==> src/rtl/axis_fifo_if.sv <==
// AXI-Stream channel bundle: valid/ready handshake with data and end-of-packet marker.
// The master modport drives a stream and the slave modport consumes it.
interface axis_if #(
   parameter int DATA_W = 32
);
   logic              tvalid;
   logic              tready;
   logic [DATA_W-1:0] tdata;
   logic              tlast;

   modport master (output tvalid, output tdata, output tlast, input tready);
   modport slave  (input tvalid, input tdata, input tlast, output tready);
endinterface

==> src/rtl/axis_fifo.sv <==
// First-word-fall-through AXI-Stream FIFO; a word pushed into an empty FIFO is visible one cycle later.
// Backpressure: s.tready drops at level==DEPTH and only recovers the cycle after a pop; m.tvalid tracks level!=0.
module axis_fifo #(
   parameter int DATA_W = 32,
   parameter int DEPTH  = 8
) (
   input  logic                   aclk,
   input  logic                   areset_n,
   axis_if.slave                  s,
   axis_if.master                 m,
   output logic [$clog2(DEPTH):0] level,
   output logic [$clog2(DEPTH):0] pkt_count
);
   localparam int AW = $clog2(DEPTH);
   localparam logic [AW:0] FULL_LVL = (AW + 1)'(DEPTH);

   logic [DATA_W:0]   mem_q [DEPTH];
   logic [AW-1:0]     wr_ptr_q, wr_ptr_d;
   logic [AW-1:0]     rd_ptr_q, rd_ptr_d;
   logic [AW:0]       level_q, level_d;
   logic [AW:0]       pkt_count_q, pkt_count_d;
   logic              ready_en_q, ready_en_d;
   logic              s_tready_c;
   logic              m_tvalid_c;
   logic              push;
   logic              pop;
   logic              pkt_in;
   logic              pkt_out;
   logic [DATA_W:0]   rd_word;

   // Readiness depends only on registered state, so a pop never frees a slot in the same cycle.
   always_comb begin
      s_tready_c  = ready_en_q && (level_q != FULL_LVL);
      m_tvalid_c  = (level_q != '0);
      rd_word     = mem_q[rd_ptr_q];
      push        = s.tvalid && s_tready_c;
      pop         = m_tvalid_c && m.tready;
      pkt_in      = push && s.tlast;
      pkt_out     = pop && rd_word[DATA_W];

      wr_ptr_d    = wr_ptr_q;
      rd_ptr_d    = rd_ptr_q;
      level_d     = level_q;
      pkt_count_d = pkt_count_q;
      ready_en_d  = 1'b1;

      if (push) begin
         wr_ptr_d = wr_ptr_q + AW'(1);
      end
      if (pop) begin
         rd_ptr_d = rd_ptr_q + AW'(1);
      end

      unique case ({push, pop})
         2'b10:   level_d = level_q + (AW + 1)'(1);
         2'b01:   level_d = level_q - (AW + 1)'(1);
         default: level_d = level_q;
      endcase

      unique case ({pkt_in, pkt_out})
         2'b10:   pkt_count_d = pkt_count_q + (AW + 1)'(1);
         2'b01:   pkt_count_d = pkt_count_q - (AW + 1)'(1);
         default: pkt_count_d = pkt_count_q;
      endcase
   end

   always_ff @(posedge aclk) begin
      if (!areset_n) begin
         wr_ptr_q    <= '0;
         rd_ptr_q    <= '0;
         level_q     <= '0;
         pkt_count_q <= '0;
         ready_en_q  <= 1'b0;
      end else begin
         wr_ptr_q    <= wr_ptr_d;
         rd_ptr_q    <= rd_ptr_d;
         level_q     <= level_d;
         pkt_count_q <= pkt_count_d;
         ready_en_q  <= ready_en_d;
      end
   end

   // Storage is left unreset; its output is only meaningful while m.tvalid is high.
   always_ff @(posedge aclk) begin
      if (areset_n && push) begin
         mem_q[wr_ptr_q] <= {s.tlast, s.tdata};
      end
   end

   assign s.tready  = s_tready_c;
   assign m.tvalid  = m_tvalid_c;
   assign m.tdata   = rd_word[DATA_W-1:0];
   assign m.tlast   = rd_word[DATA_W];
   assign level     = level_q;
   assign pkt_count = pkt_count_q;
endmodule
==> src/flat_wrapper.sv <==
// flat-port wrapper written by rule: the top's interface ports become plain ports
module axis_fifo_flat 
#(
   parameter int DATA_W = 32,
   parameter int DEPTH  = 8
)
  (aclk, areset_n, level, pkt_count, s_tvalid, s_tdata, s_tlast, s_tready, m_tvalid, m_tdata, m_tlast, m_tready);
  axis_if #(.DATA_W(DATA_W)) s_i ();
  axis_if #(.DATA_W(DATA_W)) m_i ();
  input  logic aclk;
  input  logic areset_n;
  output logic [$clog2(DEPTH):0] level;
  output logic [$clog2(DEPTH):0] pkt_count;
  input wire logic [$bits(s_i.tvalid)-1:0] s_tvalid;
  input wire logic [$bits(s_i.tdata)-1:0] s_tdata;
  input wire logic [$bits(s_i.tlast)-1:0] s_tlast;
  output wire logic [$bits(s_i.tready)-1:0] s_tready;
  output wire logic [$bits(m_i.tvalid)-1:0] m_tvalid;
  output wire logic [$bits(m_i.tdata)-1:0] m_tdata;
  output wire logic [$bits(m_i.tlast)-1:0] m_tlast;
  input wire logic [$bits(m_i.tready)-1:0] m_tready;
  assign s_i.tvalid = s_tvalid;
  assign s_i.tdata = s_tdata;
  assign s_i.tlast = s_tlast;
  assign s_tready = s_i.tready;
  assign m_tvalid = m_i.tvalid;
  assign m_tdata = m_i.tdata;
  assign m_tlast = m_i.tlast;
  assign m_i.tready = m_tready;
  axis_fifo #(.DATA_W(DATA_W), .DEPTH(DEPTH)) u_core (.aclk(aclk), .areset_n(areset_n), .s(s_i), .m(m_i), .level(level), .pkt_count(pkt_count));
endmodule
==> config.mk <==
export PLATFORM = sky130hd
export DESIGN_NAME = axis_fifo_flat
export DESIGN_NICKNAME = d
export VERILOG_FILES = /design/src/rtl/axis_fifo_if.sv /design/src/rtl/axis_fifo.sv /design/src/flat_wrapper.sv
export SDC_FILE = /design/constraint.sdc
export NUM_CORES = 1
export LEC_CHECK = 0
export BUFFER_PORTS_ARGS = -buffer_cell sky130_fd_sc_hd__buf_2
export CAP_MARGIN = 25
export CORE_ASPECT_RATIO = 1.4
export CORE_MARGIN = 1
export CORE_UTILIZATION = 60
export DETAILED_ROUTE_END_ITERATION = 10
export PLACE_DENSITY_LB_ADDON = 0.15
export SETUP_SLACK_MARGIN = 0.3
export SYNTH_ARGS = -nofsm -noshare
export SYNTH_HDL_FRONTEND = slang
export SYNTH_SLANG_ARGS = --single-unit
==> constraint.sdc <==
create_clock -name aclk -period 10.2 [get_ports aclk]
set_input_delay 2.04 -clock aclk [delete_from_list [all_inputs] [get_ports aclk]]
set_output_delay 2.04 -clock aclk [all_outputs]
set_load 0.01 [all_outputs]
## Yosys cells after proc, flatten, opt, wreduce, memory -nomap -nowiden

Memories as Yosys holds them, arrays and structs flattened. A register that Yosys moved wholly into a read port is not among the register bits.
Cells that the tools add are included.

- Register bits after elaboration: 15
- RAM bits: 264
- Input port bits: 37
- Word-level logic and storage cells: 33
- Memories kept: 1

- Add/sub/neg operators: 6
- Equality and inequality tests: 5
- Muxes and demuxes: 7
- Reductions and logical operators: 9

Memory list:

| name | words | width | rd ports | clocked after memory_dff | write ports | line | source |
|---|---|---|---|---|---|---|---|
| u_core.mem_q | 8 | 33 | 1 | 1 | 1 | axis_fifo.sv:17 | `logic [DATA_W:0] mem_q [DEPTH];` |

Operator list:

| operator | count |
|---|---|
| 4-bit one-hot mux with 2 select lines | 2 |
| 4-bit by 1-bit adder with 4-bit output (second input constant) | 2 |
| 4-bit by 1-bit subtractor with 4-bit output (second input constant) | 2 |
| 3-bit by 1-bit adder with 3-bit output (second input constant) | 2 |
| 1-bit logical AND | 6 |
| 3-bit two-way mux | 2 |
| 2-bit by 1-bit equality test with 1-bit output (second input constant) | 2 |
| 2-bit equality test (second input constant) | 2 |
| 4-bit != test (second input constant) | 1 |
| 2-bit nonzero test | 2 |
| 4-bit nonzero test | 1 |
| 1-bit two-way mux | 3 |

## Logic depth before layout (Yosys ltp)

Gate-level depths: netlist (run 1).

- Depth in word-level cells: 6
- Gate-level depth with buffers: 11
- Gate-level depth less buffers: 10

## Worst setup path after synthesis (run 1)

OpenSTA, ideal clock, no wires.

- Path type: input to register
- From: input port areset_n
- To: memory u_core.mem_q[2][0] in the netlist's numbering, enable pin
- Arrival: 5.557 ns
- Setup slack: 4.137 ns
- Cell stages on the path: 3
- Buffers on the path: 1
- Cell sequence: clkbuf_1 -> nand2_1 -> nor4_1

- Longest elaborated chain between the ends: 3

Ends and longest elaborated chain:

| item | line | source |
|---|---|---|
| start, declared | flat_wrapper.sv:11 | `input logic areset_n;` |
| 1-bit logical AND | axis_fifo.sv:85 | `if (areset_n && push) begin` |
| 1-bit two-way mux | axis_fifo.sv:85 |  |
| 1-bit two-way mux (not written as such) | axis_fifo.sv:86 | `mem_q[wr_ptr_q] <= {s.tlast, s.tdata};` |
| end, declared | axis_fifo.sv:17 |  |

Every way passes these cells.

==> results of run 1 <==
-- cell type report --
cell class	count	area [um2]	share of cell area
clock buffers	35	693	0.0558
inverters	4	20.0	0.00161
clock inverters	10	68.8	0.00554
multi-input cells	180	2500	0.201
repair buffers	94	541	0.0435
well taps	236	295	0.0238
diodes	1	2.50	0.000202
flip-flops and latches	282	8290	0.668
-- stage by stage --
| step | hold WS (ns) | cell area [um2] |
|---|---|---|
| 4_1_cts | 0.486 | 12400 |
| 3_3_place_gp | 0.453 | 11600 |
| 6_report | 0.476 | 12400 |
| 2_1_floorplan | 0.490 | 10900 |
| 5_1_grt | 0.512 | 12400 |
| 3_5_place_dp | 0.477 | 11600 |
-- power by group through the flow --
stage,clock network (mW),logic (mW),registers (mW)
floorplan,0,0.281,1.33
global placement,0,0.349,1.35
detailed placement,0,0.360,1.35
CTS,0.887,0.363,1.33
global route,0.931,0.394,1.33
finish,0.869,0.362,1.33
-- layout by cell type (no fill, tap or decap), types with 4 or more instances in the layout --
cell       netlist  layout
mux4_2          66      66
dfxtp_1         18      15
o21ai_0          6       6
clkbuf_1         6       7
clkinv_2         0       4
clkbuf_16        0      25
ha_1             8       8
nand2_1         10      10
xnor2_1          6       6
buf_4            1      13
nor2b_1          5       5
edfxtp_1       264     264
nor3_2           0       4
mux2i_1          5       5
and2_1           8       8
buf_2            1      79
mux2_2          33      33
clkinv_1         0       5
-- metal layers --
layer	track usage	routed length, um
met5	0	0
met3	0.0311	741
met1	0.274	7700
met2	0.402	10900
met4	0.0664	361
-- worst register-to-register path: stages (launching register included) --
cell and delay, ns:
dfxtp_4 0.57, buf_4 0.27, buf_16 0.31, mux4_2 0.62, mux2_2 0.29, and2_1 0.16
ha_1 0.24, ha_1 0.30, a21o_1 0.18, a21oi_1 0.17, mux2i_1 0.23, mux2i_1 0.20
-- sequential cells by signal, indices dropped and copies added, names as in the netlist, named ones only --
signal,cells
u_core.mem_q,264
u_core.pkt_count,4
u_core.level,4
u_core.ready_en_q,1
u_core.wr_ptr_q,3
u_core.rd_ptr_q,3
-- logic make-up after synthesis --
kind of cell	Yosys count	share of synthesized area
AO/OA/AOI/OAI	12	0.00677
multiplexers	104	0.175
buffers and inverters	26	0.0147
flip-flops	282	0.761
adder cells (fa/ha/maj)	9	0.0110
AND/OR/NAND/NOR	46	0.0247
XOR/XNOR	9	0.00723
-- worst paths after layout --
kind,endpoint,from
max,m_tdata[25],flip-flop
min,u_core.pkt_count[3],u_core.pkt_count[3]
max reg2reg,u_core.pkt_count[3],flip-flop
min reg2reg,u_core.pkt_count[3],u_core.pkt_count[3]
==> results by group, run 1 <==
Synthesis
  • Seq cells post-synth: 282
  • Syn nets: 534
  • Ys async rst share: 0
  • Top post-synthesis cells by count: edfxtp_1, mux4_2, mux2_2
  • Yosys cell types: 39
  • Post-Syn Instances: 488
  • Main flop type after synthesis: edfxtp_1
  • Syn Area/Cell: 22.3 um2
  • EDFF count, synth: 264
  • Share of the synthesized area in the top cell type: 0.727
  • Sequential area share after synthesis: 0.761
  • Top cells by area in the synthesized netlist: edfxtp_1, mux4_2, mux2_2, dfxtp_1, ha_1
  • Synth Cell Area: 0.0109 mm2
  • Synth warn: 0
  • Yosys top cell by area: edfxtp_1
  • Most common cell in the synthesized netlist: edfxtp_1

Worst setup path
  • CP Capture Type: primary output
  • Crit path depth: 4
  • R2R Setup Slk: 6.59 ns
  • Crit-path cells: buf_4, mux4_2, mux2_2, buf_2
  • Slowest CP cell: dfxtp_2
  • Critical Path AT: 2.78 ns
  • WS Path Type: reg2out
  • Critical Path Fanout Max: 40
  • Worst EP required: 8.16 ns
  • Top Family by Delay on Critical Path: flip-flops
  • CP max stage delay: 0.80 ns
  • Crit start category: flip-flop
  • R2R cell count: 11
  • Buf/Inv on CP: 2

Detailed routing
  • Routed WL: 19.7 mm
  • Post-route DRC: 0
  • DRT Pass-1 Iters: 4
  • DR vias: 4981
  • Antenna-violating nets left: 0
  • Drt wl/cell: 23.4 um
  • Via/cell ratio: 5.92
  • Initial DRC count: 485

Pwr
  • Switching part of the total: 0.225
  • Reg power frac: 0.519
  • Static Leak: 4.02 nW
  • Int Power: 1.98 mW
  • Clock network power share: 0.340
  • NetSw: 0.576 mW
  • Peak VDD IR: 0.000162 V
  • Comb pwr share: 0.141
  • Power density cells: 206 mW/mm2
  • Design Power: 2.56 mW

Global routing
  • Vias in the first global route: 5359
  • GR Util All Layers: 0.222
  • Largest net degree at the start of global routing: 49
  • GR Overflow Total: 0
  • Global-route wire length before repair: 29.8 mm
  • Initial antenna violation count: 1

Final layout
  • Nets@finish: 633
  • Filler Cell Count: 1126
  • Post-layout instance count excluding filler cells: 842
  • Synthesis-to-layout area growth: 13.9%
  • Layout cell share with drive strength beyond 1: 0.400
  • Core Util, Final: 0.707

Floorplanning
  • Die area: 0.0187 mm2
  • Starting Density: 0.621
  • Core ar.: 0.0175 mm2
  • Placement row count: 57
  • DIE HEIGHT: 161 um
  • Die Wd: 116 um
  • IO Pins: 80

STA
  • RSZ-0062 raised after global routing: no
  • Final Max Slew Viols: 0
  • Clk_skew: 0.00911 ns
  • Setup TNS Final: 0 ns
  • Final hold vios: 0
  • Final setup margin: 5.38 ns
  • Fin crit share: 0.473
  • Worst rel slew slack: 0.360
  • Fmax: 207 MHz
  • Tmin final: 4.82 ns
  • # setup viols final: 0
  • Actual slew at the worst max-slew pin: 0.955 ns

Clocking
  • CTS tree: yes
  • Inserted Clock Buffers: 25
  • Cts hold-fix bufs: 0
  • Clock Path Buffers: 3
  • Clock transition at the registers of the reported paths: 0.06 ns
  • Clk Latency, worst-skew pair: 0.51 ns
  • Clock root buffer: clkbuf_16
  • H-tree levels: 1
  • Post-CTS setup buffer count: 0
  • Clock sink total: 282
  • CTS resizes: 0

Placed design
  • IO Port Bufs: 79
  • Setup WS pre-CTS: 5.58 ns
  • Gpl congestion: 0.675
  • DP Cell Count: 795
  • Detailed placement HPWL: 11.3 mm

Hold path
  • Cell depth of the worst hold path: 2
  • HP Class: reg2reg

Job
  • Max Cap Violations: 0

Status
  • Status: complete, no violations
Power figures use the tool's default switching activity.
==> run 2: changes to the inputs <==
clock period = 4.5 ns   (was 10.2 ns; I/O delays follow)
==> run 2 against run 1 <==
Effect of this change: setup slack worse by 4.4 ns; final area rose by 0.23%; clock skew increased by 0.0049 ns; register-to-register slack worse by 4.9 ns; total power increased by 130%; combinational power grew 130%; routed wire length fell by 0.50%; largest cell class unchanged; cell count up 0.24%.
==> results by group, run 2 (same netlist as run 1, synthesis figures left out) <==
Clocking
  • CTS resizes: 0
  • Clock root buffer: clkbuf_16
  • Clock sink total: 282
  • Inserted Clock Buffers: 25
  • H-tree levels: 1
  • Clock transition at the registers of the reported paths: 0.06 ns
  • CTS tree: yes
  • Post-CTS setup buffer count: 0
  • Cts hold-fix bufs: 0
  • Clock Path Buffers: 3
  • Clk Latency, worst-skew pair: 0.52 ns

Placed design
  • Setup WS pre-CTS: 1.53 ns
  • Gpl congestion: 0.689
  • Detailed placement HPWL: 10.9 mm
  • Placed Area: 0.0117 mm2
  • IO Port Bufs: 79

Final layout
  • Synthesis-to-layout area growth: 14.2%
  • Core Util, Final: 0.709
  • Biggest register: u_core.mem_q
  • Register area: 0.00829 mm2
  • Layout cell share with drive strength beyond 1: 0.403
  • Ant diodes: 0
  • Most common cell after layout, fill and taps aside: edfxtp_1
  • Largest register FFs: 264
  • Finished Cell Area: 0.0124 mm2
  • Footprint of the multi-input gates: 0.00251 mm2
  • Nets@finish: 635
  • Filler Cell Count: 1099
  • Most frequent cells in the layout: edfxtp_1, buf_2, mux4_2

Worst setup path
  • R2R cell count: 9
  • Worst EP required: 3.60 ns
  • Critical Path AT: 2.60 ns
  • Crit start category: flip-flop
  • CP Capture Type: primary output
  • Critical Path Fanout Max: 59
  • R2R Setup Slk: 1.73 ns
  • Reg-to-Reg End: u_core.pkt_count[3]
  • WS Path Type: reg2out

Detailed routing
  • DRT Pass-1 Iters: 4
  • DR vias: 4946
  • Routed WL: 19.6 mm
  • Wire length on met3: 925 um
  • Initial DRC count: 314
  • Met1 WL: 7.75 mm
  • Uppermost layer routed: met4
  • Met2 wire length: 10.5 mm
  • Antenna-violating nets left: 0
  • Drt wl/cell: 23.2 um
  • Post-route DRC: 0
  • Via/cell ratio: 5.86

Global routing
  • Vias in the first global route: 5332
  • GR Overflow Total: 0
  • Initial antenna violation count: 0
  • Global-route wire length before repair: 29.9 mm
  • GR Util All Layers: 0.220
  • Largest net degree at the start of global routing: 65

Floorplanning
  • Die Wd: 116 um
  • Core ar.: 0.0175 mm2
  • DIE HEIGHT: 161 um
  • Die area: 0.0187 mm2
  • Placement row count: 57
  • Starting Density: 0.621
  • IO Pins: 80

STA
  • Fin Hold WS: 0.473 ns
  • Clk_skew: 0.0140 ns
  • Fin crit share: 0.778
  • Final Max Slew Viols: 0
  • Tmin final: 3.50 ns
  • Final hold vios: 0
  • # setup viols final: 0
  • RSZ-0062 raised after global routing: no
  • Worst rel slew slack: 0.331
  • Setup TNS Final: 0 ns
  • Actual slew at the worst max-slew pin: 0.996 ns
  • Final setup margin: 1.00 ns
  • Fmax: 286 MHz

Pwr
  • Power density cells: 467 mW/mm2
  • Peak VDD IR: 0.000375 V
  • Static Leak: 4.02 nW

Hold path
  • Cell depth of the worst hold path: 2
  • HP Class: reg2reg
  • Hold EP: u_core.pkt_count[3]
  • Hold Startpoint: u_core.pkt_count[3]

Job
  • Max Cap Violations: 0

Status
  • Status: complete, no violations
==> run 2: stage by stage <==
| step | power, mW | cells |
|---|---|---|
| after floorplan | 3.66 | 488 |
| after global placement | 3.86 | 798 |
| after detailed placement | 3.89 | 798 |
| after CTS | 5.87 | 844 |
| after global routing | 6.04 | 844 |
| final | 5.81 | 844 |
==> run 2: how the worst max path moves through the flow <==
| stage | from | endpoint | slack, ns | cells after the start |
|---|---|---|---|---|
| finish | flip-flop | m_tdata[6] | 1.00 | 4 |
| global route | flip-flop | m_tdata[6] | 0.89 | 4 |
| CTS | flip-flop | m_tdata[6] | 0.95 | 4 |
| detailed placement | flip-flop | m_tdata[19] | 1.53 | 4 |
| global placement | flip-flop | m_tdata[2] | 1.55 | 4 |
| floorplan | areset_n | u_core.mem_q[0][0] | 0.41 | 2 |
==> run 2: worst max-delay path, cell delays in order (launching register included) <==
cell and delay [ns]:
dfxtp_2 0.45, buf_4 0.70, mux4_2 0.45, mux2_2 0.30, buf_2 0.14
==> run 2: routing by layer <==
layer | track usage | vias to the layer above
met5 | 0 | -
met4 | 0.0659 | 0
met3 | 0.0315 | 33
met2 | 0.384 | 133
met1 | 0.288 | 2554
li1 | - | 2226
==> run 2: layout make-up <==
cell class / instances / area share
flip-flops and latches: 282 / 0.667
inverters: 4 / 0.00161
well taps: 236 / 0.0237
repair buffers: 96 / 0.0441
clock buffers: 34 / 0.0538
multi-input cells: 180 / 0.202
clock inverters: 12 / 0.00795
==> run 2: where the power goes <==
group	leakage [nW]	switching (mW)	internal, mW	total, mW
Sequential	2.53	0.0578	2.92	2.98
Combinational	1.13	0.403	0.437	0.840
Clock	0.368	0.886	1.11	2.00
